$ cat config.mk
export PLATFORM = sky130hd
export DESIGN_NAME = clk_en_gen_m
export DESIGN_NICKNAME = d
export VERILOG_FILES = /design/src/rtl/clk_en_gen_m.sv
export SDC_FILE = /design/constraint.sdc
export NUM_CORES = 1
export LEC_CHECK = 0
export ABC_AREA = 1
export CORE_UTILIZATION = 25
export DETAILED_ROUTE_END_ITERATION = 8
export PLACE_DENSITY = 0.47
export SYNTH_ARGS = -nofsm -noshare
export SYNTH_HDL_FRONTEND = slang
export SYNTH_HIERARCHICAL = 1
export SYNTH_SLANG_ARGS = --single-unit
$ cat constraint.sdc
create_clock -name clk -period 4.2 [get_ports clk]
set_clock_uncertainty 0.05 [all_clocks]
set_input_delay 0.84 -clock clk [delete_from_list [all_inputs] [get_ports clk]]
set_output_delay 0.84 -clock clk [all_outputs]
set_load 0.02 [all_outputs]
$ cat src/rtl/clk_en_gen_m.sv
// Multi-channel fractional clock-enable generator: per-channel phase accumulators,
// tick-aligned double-speed switch, run/halt with single-step to the next channel-0 tick.

module clk_en_lane_m #(
  parameter int unsigned           ACC_W     = 24,
  parameter logic [ACC_W-1:0]      INC_RESET = 24'd703687
) (
  input  logic             clk,
  input  logic             rst_n,
  input  logic             advance_i,
  input  logic             speed2x_i,
  input  logic             inc_load_i,
  input  logic [ACC_W-1:0] inc_i,
  output logic             ce_d_o,
  output logic             ce_o,
  output logic             tick_o
);
  logic [ACC_W-1:0] inc_q, acc_q, acc_d, inc_eff;
  logic [ACC_W:0]   dbl, sum;
  logic             ce_q, tick_q;

  // Doubling saturates instead of wrapping so 2x never runs slower than 1x.
  assign dbl     = {inc_q, 1'b0};
  assign inc_eff = !speed2x_i ? inc_q : (dbl[ACC_W] ? '1 : dbl[ACC_W-1:0]);
  assign sum     = {1'b0, acc_q} + {1'b0, inc_eff};
  assign ce_d_o  = advance_i & sum[ACC_W];
  assign acc_d   = advance_i ? sum[ACC_W-1:0] : acc_q;

  always_ff @(posedge clk) begin
    if (!rst_n) begin
      inc_q  <= INC_RESET;
      acc_q  <= '0;
      ce_q   <= 1'b0;
      tick_q <= 1'b0;
    end else begin
      // A load takes effect on the next add; this edge still uses the old increment.
      if (inc_load_i) inc_q <= inc_i;
      acc_q  <= acc_d;
      ce_q   <= ce_d_o;
      tick_q <= tick_q ^ ce_d_o;
    end
  end

  assign ce_o   = ce_q;
  assign tick_o = tick_q;
endmodule

module clk_en_gen_m #(
  parameter int unsigned           ACC_W     = 24,
  parameter int unsigned           NUM_CH    = 2,
  parameter logic [ACC_W-1:0]      INC_RESET = 24'd703687
) (
  input  logic                    clk,
  input  logic                    rst_n,
  input  logic                    run,
  input  logic                    step,
  input  logic [NUM_CH*ACC_W-1:0] inc_i,
  input  logic [NUM_CH-1:0]       inc_load,
  input  logic                    speed2x_req,
  output logic                    speed2x,
  output logic [NUM_CH-1:0]       ce_o,
  output logic [NUM_CH-1:0]       tick_o,
  output logic [31:0]             ce_count,
  output logic                    stepping
);
  typedef enum logic {HALT, STEP} state_e;

  state_e              state_q, state_d;
  logic                advance, ce0_d;
  logic                pend_q, speed2x_q, speed2x_d;
  logic [31:0]         cnt_q, cnt_d;
  logic [NUM_CH-1:0]   ce_d;

  assign advance = run | (state_q == STEP);
  assign ce0_d   = ce_d[0];

  for (genvar c = 0; c < NUM_CH; c++) begin : g_lane
    clk_en_lane_m #(.ACC_W(ACC_W), .INC_RESET(INC_RESET)) u_lane (
      .clk       (clk),
      .rst_n     (rst_n),
      .advance_i (advance),
      .speed2x_i (speed2x_q),
      .inc_load_i(inc_load[c]),
      .inc_i     (inc_i[c*ACC_W +: ACC_W]),
      .ce_d_o    (ce_d[c]),
      .ce_o      (ce_o[c]),
      .tick_o    (tick_o[c])
    );
  end

  always_comb begin
    state_d   = state_q;
    // Mode changes only on a channel-0 tick so no period is ever shortened mid-way.
    speed2x_d = ce0_d ? pend_q : speed2x_q;
    cnt_d     = cnt_q + {31'd0, ce0_d};
    case (state_q)
      HALT:    if (step && !run) state_d = STEP;
      STEP:    if (run || ce0_d) state_d = HALT;
      default: state_d = HALT;
    endcase
  end

  always_ff @(posedge clk) begin
    if (!rst_n) begin
      state_q   <= HALT;
      pend_q    <= 1'b0;
      speed2x_q <= 1'b0;
      cnt_q     <= '0;
    end else begin
      state_q   <= state_d;
      pend_q    <= speed2x_req;
      speed2x_q <= speed2x_d;
      cnt_q     <= cnt_d;
    end
  end

  assign speed2x  = speed2x_q;
  assign ce_count = cnt_q;
  assign stepping = (state_q == STEP);
endmodule

# Yosys cells after proc, flatten, opt, wreduce, memory -nomap -nowiden
# Index checks and enable logic that the tools add are counted.
[totals] in_bits=55 wordCells=31 output_inout_bits=38 register_bits=135
[op_classes] muxes=7 add_sub_neg=3 n_bitwise=6 reduce_logical=3
[ops] operator="$mux 24" count=4
[ops] operator="$add 24x24->25" count=2
[ops] operator="$add 32x1->32" count=1
[ops] operator="$and 1x1->1" count=2
[ops] operator="$mux 1" count=2
[ops] operator="$pmux 1 s2" count=1
[ops] operator="$xor 1x1->1" count=2
[ops] operator="$logic_and 1x1->1" count=1
[ops] operator="$logic_not 1->1" count=1
[ops] operator="$logic_or 1x1->1" count=1
[ops] operator="$not 1->1" count=1
[ops] operator="$or 1x1->1" count=1

# Depth between registers and ports, before layout
# Gate-level depths: netlist (run 1).
[logic_depth] depth_word=7 ltp_mapped=24 mapped_depth_nobuf=23

# By module
# The synthesis (run 1) kept the hierarchy.
[modules_own_cells] mod="clk_en_lane_m (g_lane[1].u_lane)" cells_per_inst=640 seq_area_each_um2=1001.0 instances=1 area_per_inst_um2=3817.4
[modules_own_cells] mod="clk_en_lane_m (g_lane[0].u_lane)" cells_per_inst=638 seq_area_each_um2=1001.0 instances=1 area_per_inst_um2=3798.6
[modules_own_cells] mod="clk_en_gen_m" cells_per_inst=274 seq_area_each_um2=700.7 instances=1 area_per_inst_um2=1906.8

# Least setup slack after synthesis (run 1)
# No wires, ideal clock.
[synth_timing] path_kind="register to register" start="register speed2x_q, in the netlist speed2x" end="register cnt_q[30], in the netlist ce_count[30]" arrival_ps=3393 t_required_ps=4035 setup_ps=115 synth_period_minus_slack_ps=3558 setup_slack_ps=642 path_stages_with_launch=23 n_path_buf=1 cell_sequence="dfxtp_1 clkinv_1 nor2_1 clkbuf_1 a22oi_1 ha_1 nand2_2 nor2_1 nand3_1 nand2_2 nand3_1 nand3_2 nand2_1 inv_1 ha_1 ha_1 nand2_2 nor2_8 nand2_2 nor2_4 nand3_1 nand2_1 nor2_1"
[synth_via] elab_chain_cells=4
[synth_lines] element="start: declaration" line_no="70" source="logic pend_q, speed2x_q, speed2x_d;"
[synth_lines] element="start signal: assignment" line_no="112" source="speed2x_q <= speed2x_d;"
[synth_lines] element="$mux 24" line_no="24" source="assign inc_eff = !speed2x_i ? inc_q : (dbl[ACC_W] ? '1 : dbl[ACC_W-1:0]);"
[synth_lines] element="$add 24x24->25" line_no="25" source="assign sum = {1'b0, acc_q} + {1'b0, inc_eff};"
[synth_lines] element="$and 1x1->1" line_no="26" source="assign ce_d_o = advance_i & sum[ACC_W];"
[synth_lines] element="via ce0_d" line_no="69" source="logic advance, ce0_d;"
[synth_lines] element="$add 32x1->32" line_no="95" source="cnt_d = cnt_q + {31'd0, ce0_d};"
[synth_lines] element="end signal: assignment" line_no="113" source="cnt_q <= cnt_d;"
[synth_lines] element="end: declaration" line_no="71" source="logic [31:0] cnt_q, cnt_d;"
# The timed path passes the listed nets, and every way through them passes these cells.
# A chain may end at the register's enable or synchronous reset.

# Worst setup path after layout (run 1)
# Ends and elaborated chain as after synthesis.

==> flow_summary.yaml, run 1 <==
clocking:
  cts_root_buf: "clkbuf_16"
  numCtsBuffers: 17
  cts_setup_buffers: 0
  cts_resized: 0
  ctsHoldBuffers: 0
  clkTransAtPathRegs_ns: 0.07
  cts_tree: "yes"
  htreeDepth: 4
  clkLatencyLatePin_ns: 0.43
  clockBufferDepth: 2
  cts_sinks: 135
timing:
  fin_crit_ns: 3.56
  tightest_slew_ns: 1.03
  setup_tns_ns: 0
  rsz0062_at_grt: "false"
  slew_violations: 0
  slew_headroom: 0.310
  fin_crit_sh: 0.848
  finalHoldViolations: 0
  finalSetupViolations: 0
  fmax_ghz: 0.281
cells_and_area:
  nFillCells: 4167
  fin_nets: 1740
  fin_util: 0.307
  multi_input_area_sq_um: 5600
  area_growth_pct: 21.4
  num_antenna_cells: 0
  final_layout_size_suffix_gt1_frac: 0.0620
  layout.area.seq_sq_um: 2700
grt:
  antenna_found_initial: 0
  grt_max_degree: 84
  use_met1: 0.197
  grt.busiest_layer: "met2"
  grtUsageTotal: 0.157
  use_met2: 0.272
  use_met3: 0.0277
  grt_pass1_vias: 8881
  grt_first_pass_wirelength_um: 47200
  overflow: 0
min_path:
  hold_path_end: "speed2x"
  whs_path_depth: 2
  holdCritPathClass: "register to register"
  worstHoldStart: "pend_q"
run:
  max-cap-violations: 0
die:
  start_util: 0.253
  pin_count: 93
  fp.coreArea_sq_um: 37600
  fp.dieH_um: 197
  row_count: 71
  die_x_um: 197
  die-area_sq_um: 38900
power:
  ir_drop_mv: 0.248
  p_leak_nw: 5.88
  power_density_nw_per_um2: 402
setup_path:
  cp.arrival_ns: 3.83
  path_max_fanout: 23
  end_kind: "register"
  startpoint_type: "register"
  worstSetupPathType: "register to register"
  crit_chain: "clkinv_1 -> nor2_1 -> buf_4 -> a22oi_1 -> ha_1 -> nand2_1 -> inv_1 -> nand2_1 -> nor3_1 -> nand3_1 -> nand3_2 -> nand2_1 -> inv_1 -> ha_1 -> ha_1 -> nand2_2 -> nor2_8 -> nand2_2 -> nor2_4 -> nand3_1 -> nand2_1 -> nor2_1"
  r2r_setup_slack_ns: 0.64
  reg2reg_depth: 22
  r2r_end: "ce_count[30]"
  crit_top_cell: "nand2_1"
  critPathMaxStageDelay_ns: 0.39
  cp.required_ns: 4.47
  r2r-start: "speed2x"
  slowest_stage: "dfxtp_1"
logic_synthesis:
  synth_nets: 1659
  syn-cell-area_sq_um: 9520
  yosys_warnings: 6
  synth_area_per_cell_sq_um: 6.14
  netlist_instances: 1551
routing:
  via_per_inst: 4.39
  via_count: 9472
  routedWlPerCell_um: 13.9
  drcViolationCount: 0
  ant_nets: 0
  first_iter_violations: 517
  dr.pass1.iters: 5
  drt-total-wl_um: 29900
status:
  status: "completed"
placed_design:
  port_buffers: 92
  gp_congestion: 0.901
  dp_hpwl_um: 22600
worst max-delay path, delay by kind of cell, from the launching register on:
family,cells,cell delay (ns)
AO/OA/AOI/OAI,1,0.12
buffers and inverters,4,0.63
flip-flops,1,0.39
adder cells (fa/ha/maj),3,0.75
AND/OR/NAND/NOR,14,1.48
how the worst max path moves through the flow:
stage                     startpoint      endpoint  cells past startpoint
after CTS                    speed2x  ce_count[30]                     22
after detailed placement     speed2x  ce_count[30]                     22
final                        speed2x  ce_count[30]                     22
after floorplan              speed2x  ce_count[30]                     22
after global routing         speed2x  ce_count[22]                     22
after global placement       speed2x  ce_count[30]                     22
per-layer routing:
metal	vias to the layer above	part of all wire	wire length, um
met2	166	0.49	14500
met4	0	0.016	473
met1	4261	0.47	13900
met5	-	0	0
li1	5019	-	-
met3	26	0.033	975
final cells by class:
type                    count  area share
inverters                 277      0.0900
well taps                 511      0.0553
clock buffers              19      0.0392
repair buffers            103      0.0864
clock inverters            13      0.0104
flip-flops and latches    135       0.234
multi-input cells        1098       0.485
report_power, final:
part           total, W  switching, W  internal, W  leakage, nW
clock           0.00149      0.000641     0.000851        0.277
sequential      0.00147     0.0000630      0.00140         1.11
combinational   0.00169       0.00109     0.000594         4.49
total           0.00465       0.00180      0.00285         5.88
placed cells by master, fill, tap and decap left out, types with 4 or more instances in the layout:
cell type        instances
nor2_1                 217
nand2_1                396
inv_1                  272
nand3_1                 82
a22oi_1                 44
o21bai_1                 5
inv_6                    4
nand4_1                 13
nor2_8                   4
nor2_4                  10
ha_1                    51
xor2_1                  19
o21ai_0                 78
nor3_1                   7
buf_4                   11
and2_1                   8
or2_1                    4
a21oi_1                100
clkdlybuf4s50_1         91
nor2_2                  13
o21ai_1                  5
clkbuf_16               17
dfxtp_1                135
nand2_2                 21
per-stage QoR:
step	instances	instance area [sq um]	hold WS, ns	setup slack (ns)	total power, W
2_1_floorplan	1551	9520	0.380	0.642	0.00274
3_3_place_gp	2124	11000	0.422	0.721	0.00317
3_5_place_dp	2124	11000	0.422	0.665	0.00317
4_1_cts	2156	11600	0.443	0.632	0.00472
5_1_grt	2156	11600	0.454	0.287	0.00502
6_report	2156	11600	0.441	0.640	0.00465
state kept, by name, indices dropped and copies added, names as in the netlist:
signal and flops:
speed2x 1, g_lane.u_lane/ce_o 2, stepping 1, g_lane.u_lane/tick_o 2, g_lane.u_lane/inc_q 48, g_lane.u_lane/acc_q 48, pend_q 1, ce_count 32
(Power assumes the default switching activity.)
==> run 2: changes to the inputs <==
--- a/config.mk
+++ b/config.mk
@@ -8,7 +8,7 @@
 export ABC_AREA = 1
 export CORE_UTILIZATION = 25
 export DETAILED_ROUTE_END_ITERATION = 8
-export PLACE_DENSITY = 0.47
+export PLACE_DENSITY = 0.49
 export SYNTH_ARGS = -nofsm -noshare
 export SYNTH_HDL_FRONTEND = slang
 export SYNTH_HIERARCHICAL = 1
==> constraint.sdc (replaced) <==
create_clock -name clk -period 2.9 [get_ports clk]
set_clock_uncertainty 0.05 [all_clocks]
set_input_delay 0.58 -clock clk [delete_from_list [all_inputs] [get_ports clk]]
set_output_delay 0.58 -clock clk [all_outputs]
set_load 0.02 [all_outputs]
==> run 2 against run 1 <==
- the run now ends with setup timing left
- critical path depth unchanged
- die area unchanged
- first-iteration DRC count is 0.19% higher
- global-route usage is 0.25 points higher
- non-clock buffer count grew 90
- final cell count up 4.2%
- largest cell class unchanged
==> flow_summary.yaml, run 2 (synthesis gave the netlist of run 1 again) <==
power:
  p_total_w: 0.00720
  power_density_nw_per_um2: 572
  p_leak_nw: 6.41
  ir_drop_mv: 0.476
timing:
  slew_headroom: 0.545
  finalSetupViolations: 25
  setup_ws_ns: -0.150
  fin_crit_sh: 1.05
  fin_crit_ns: 3.05
  rsz0062_at_grt: "true"
  whs_ns: 0.420
  fmax_ghz: 0.328
  slew_violations: 0
  finalHoldViolations: 0
  tightest_slew_ns: 0.681
clocking:
  cts_sinks: 135
  clkTransAtPathRegs_ns: 0.06
  cts_tree: "yes"
  clkLatencyLatePin_ns: 0.44
  htreeDepth: 4
  numCtsBuffers: 17
  clockBufferDepth: 2
  cts_root_buf: "clkbuf_16"
  ctsHoldBuffers: 0
setup_path:
  path_max_fanout: 6
  crit_path_end: "ce_count[4]"
  critPathMaxStageDelay_ns: 0.36
  cp.required_ns: 3.23
  reg2reg_depth: 22
  r2r-start: "speed2x"
  end_kind: "register"
  crit_top_cell: "nand2_2"
  r2r_end: "ce_count[4]"
  r2r_setup_slack_ns: -0.15
  crit_chain: "clkinv_4 -> nor2_4 -> clkbuf_16 -> a21oi_2 -> ha_2 -> fa_2 -> nand2_1 -> nand2_2 -> nand3_1 -> nand2_2 -> nand3_2 -> nand3_2 -> nand2_2 -> inv_4 -> ha_4 -> ha_4 -> nand2_4 -> nor2_8 -> buf_4 -> buf_4 -> a21oi_2 -> o21a_1"
  slowest_stage: "dfxtp_4"
  worstSetupPathType: "register to register"
  cp.arrival_ns: 3.38
  startpoint: "speed2x"
  startpoint_type: "register"
die:
  fp.coreArea_sq_um: 37600
  die-area_sq_um: 38900
  fp.dieH_um: 197
  start_util: 0.253
  die_x_um: 197
  row_count: 71
  pin_count: 93
routing:
  ant_nets: 0
  routedWlPerCell_um: 13.5
  drt-total-wl_um: 30400
  drcViolationCount: 0
  first_iter_violations: 518
  dr.pass1.iters: 5
  via_count: 9655
  via_per_inst: 4.30
placed_design:
  port_buffers: 92
  dp_hpwl_um: 23300
  dp_cells: 2189
  placed_area_sq_um: 11600
  gp_congestion: 0.892
cells_and_area:
  fin_nets: 1830
  fin_area_sq_um: 12600
  stdcell_count: 2246
  num_antenna_cells: 0
  final_layout_size_suffix_gt1_frac: 0.142
  area_growth_pct: 32.2
  layout_commonest_cell: "nand2_1"
  final_cell_mix: "nand2_1, inv_1, nor2_1"
grt:
  grt_pass1_vias: 9250
  antenna_found_initial: 0
  grtUsageTotal: 0.159
  overflow: 0
  grt_first_pass_wirelength_um: 48100
  grt_max_degree: 84
run:
  max-cap-violations: 0
status:
  failed_checks: "setup timing"
  status: "finished with violations"
min_path:
  holdCritPathClass: "register to register"
[run 2: changes by cell type in the layout (fill, tap and decap cells not counted), sizes merged]
cell	before	now
bufinv	1	2
clkbuf	19	24
clkinvlp	3	0
clkinv	7	10
buf	12	100
inv	279	275
[run 2: worst min path at each step]
stage | startpoint | end | slack, ns | cells after the start
global route | pend_q | speed2x | 0.46 | 2
CTS | pend_q | speed2x | 0.43 | 2
detailed placement | pend_q | speed2x | 0.41 | 2
global placement | pend_q | speed2x | 0.42 | 2
floorplan | pend_q | speed2x | 0.38 | 2
finish | pend_q | speed2x | 0.42 | 2
[run 2: final cells by class]
| cell class | count | area [sq um] |
|---|---|---|
| clock buffers | 22 | 464 |
| flip-flops and latches | 135 | 2710 |
| fillers | 4106 | 25000 |
| multi-input cells | 1098 | 5840 |
| clock inverters | 10 | 104 |
| repair buffers | 193 | 1780 |
| well taps | 511 | 639 |
| inverters | 277 | 1050 |
[run 2: where the power goes]
part | switching [W] | internal, W | total, W
Sequential | 0.000103 | 0.00203 | 0.00214
Combinational | 0.00171 | 0.00120 | 0.00290
Clock | 0.000856 | 0.00130 | 0.00216
Total | 0.00266 | 0.00453 | 0.00720
[run 2: critical path, delay by kind of cell (launching register included)]
family	cells	cell delay, ns
AOI/OAI and AO/OA	3	0.26
adders and majority gates	4	0.87
DFF	1	0.36
and+or+nand+nor	10	0.89
buffers and inverters	5	0.56
[run 2: repair_timing]
item | CTS | global route
pin swaps | 10 | 14
setup buffers | 5 | 18
cloned | 1 | 2
setup endpoints to repair | 27 | 36
gates resized for setup | 9 | 46
[run 2: routing by layer]
layer,routed length [um],vias up,share of wire,global-route usage
met5,0,-,0,0
met4,403,0,0.013,0.0431
met3,746,22,0.025,0.0248
met2,14900,113,0.49,0.277
met1,14400,4331,0.47,0.202
li1,-,5189,-,-
[run 2: metrics by stage]
| stage | util | setup TNS [ns] | worst slack [ns] |
|---|---|---|---|
| CTS | 0.326 | -1.21 | -0.106 |
| floorplan | - | -0.435 | -0.0843 |
| global route | 0.335 | -7.74 | -0.365 |
| detailed placement | 0.309 | -2.31 | -0.169 |
| finish | 0.335 | -1.94 | -0.150 |
| global placement | 0.309 | -0.805 | -0.101 |
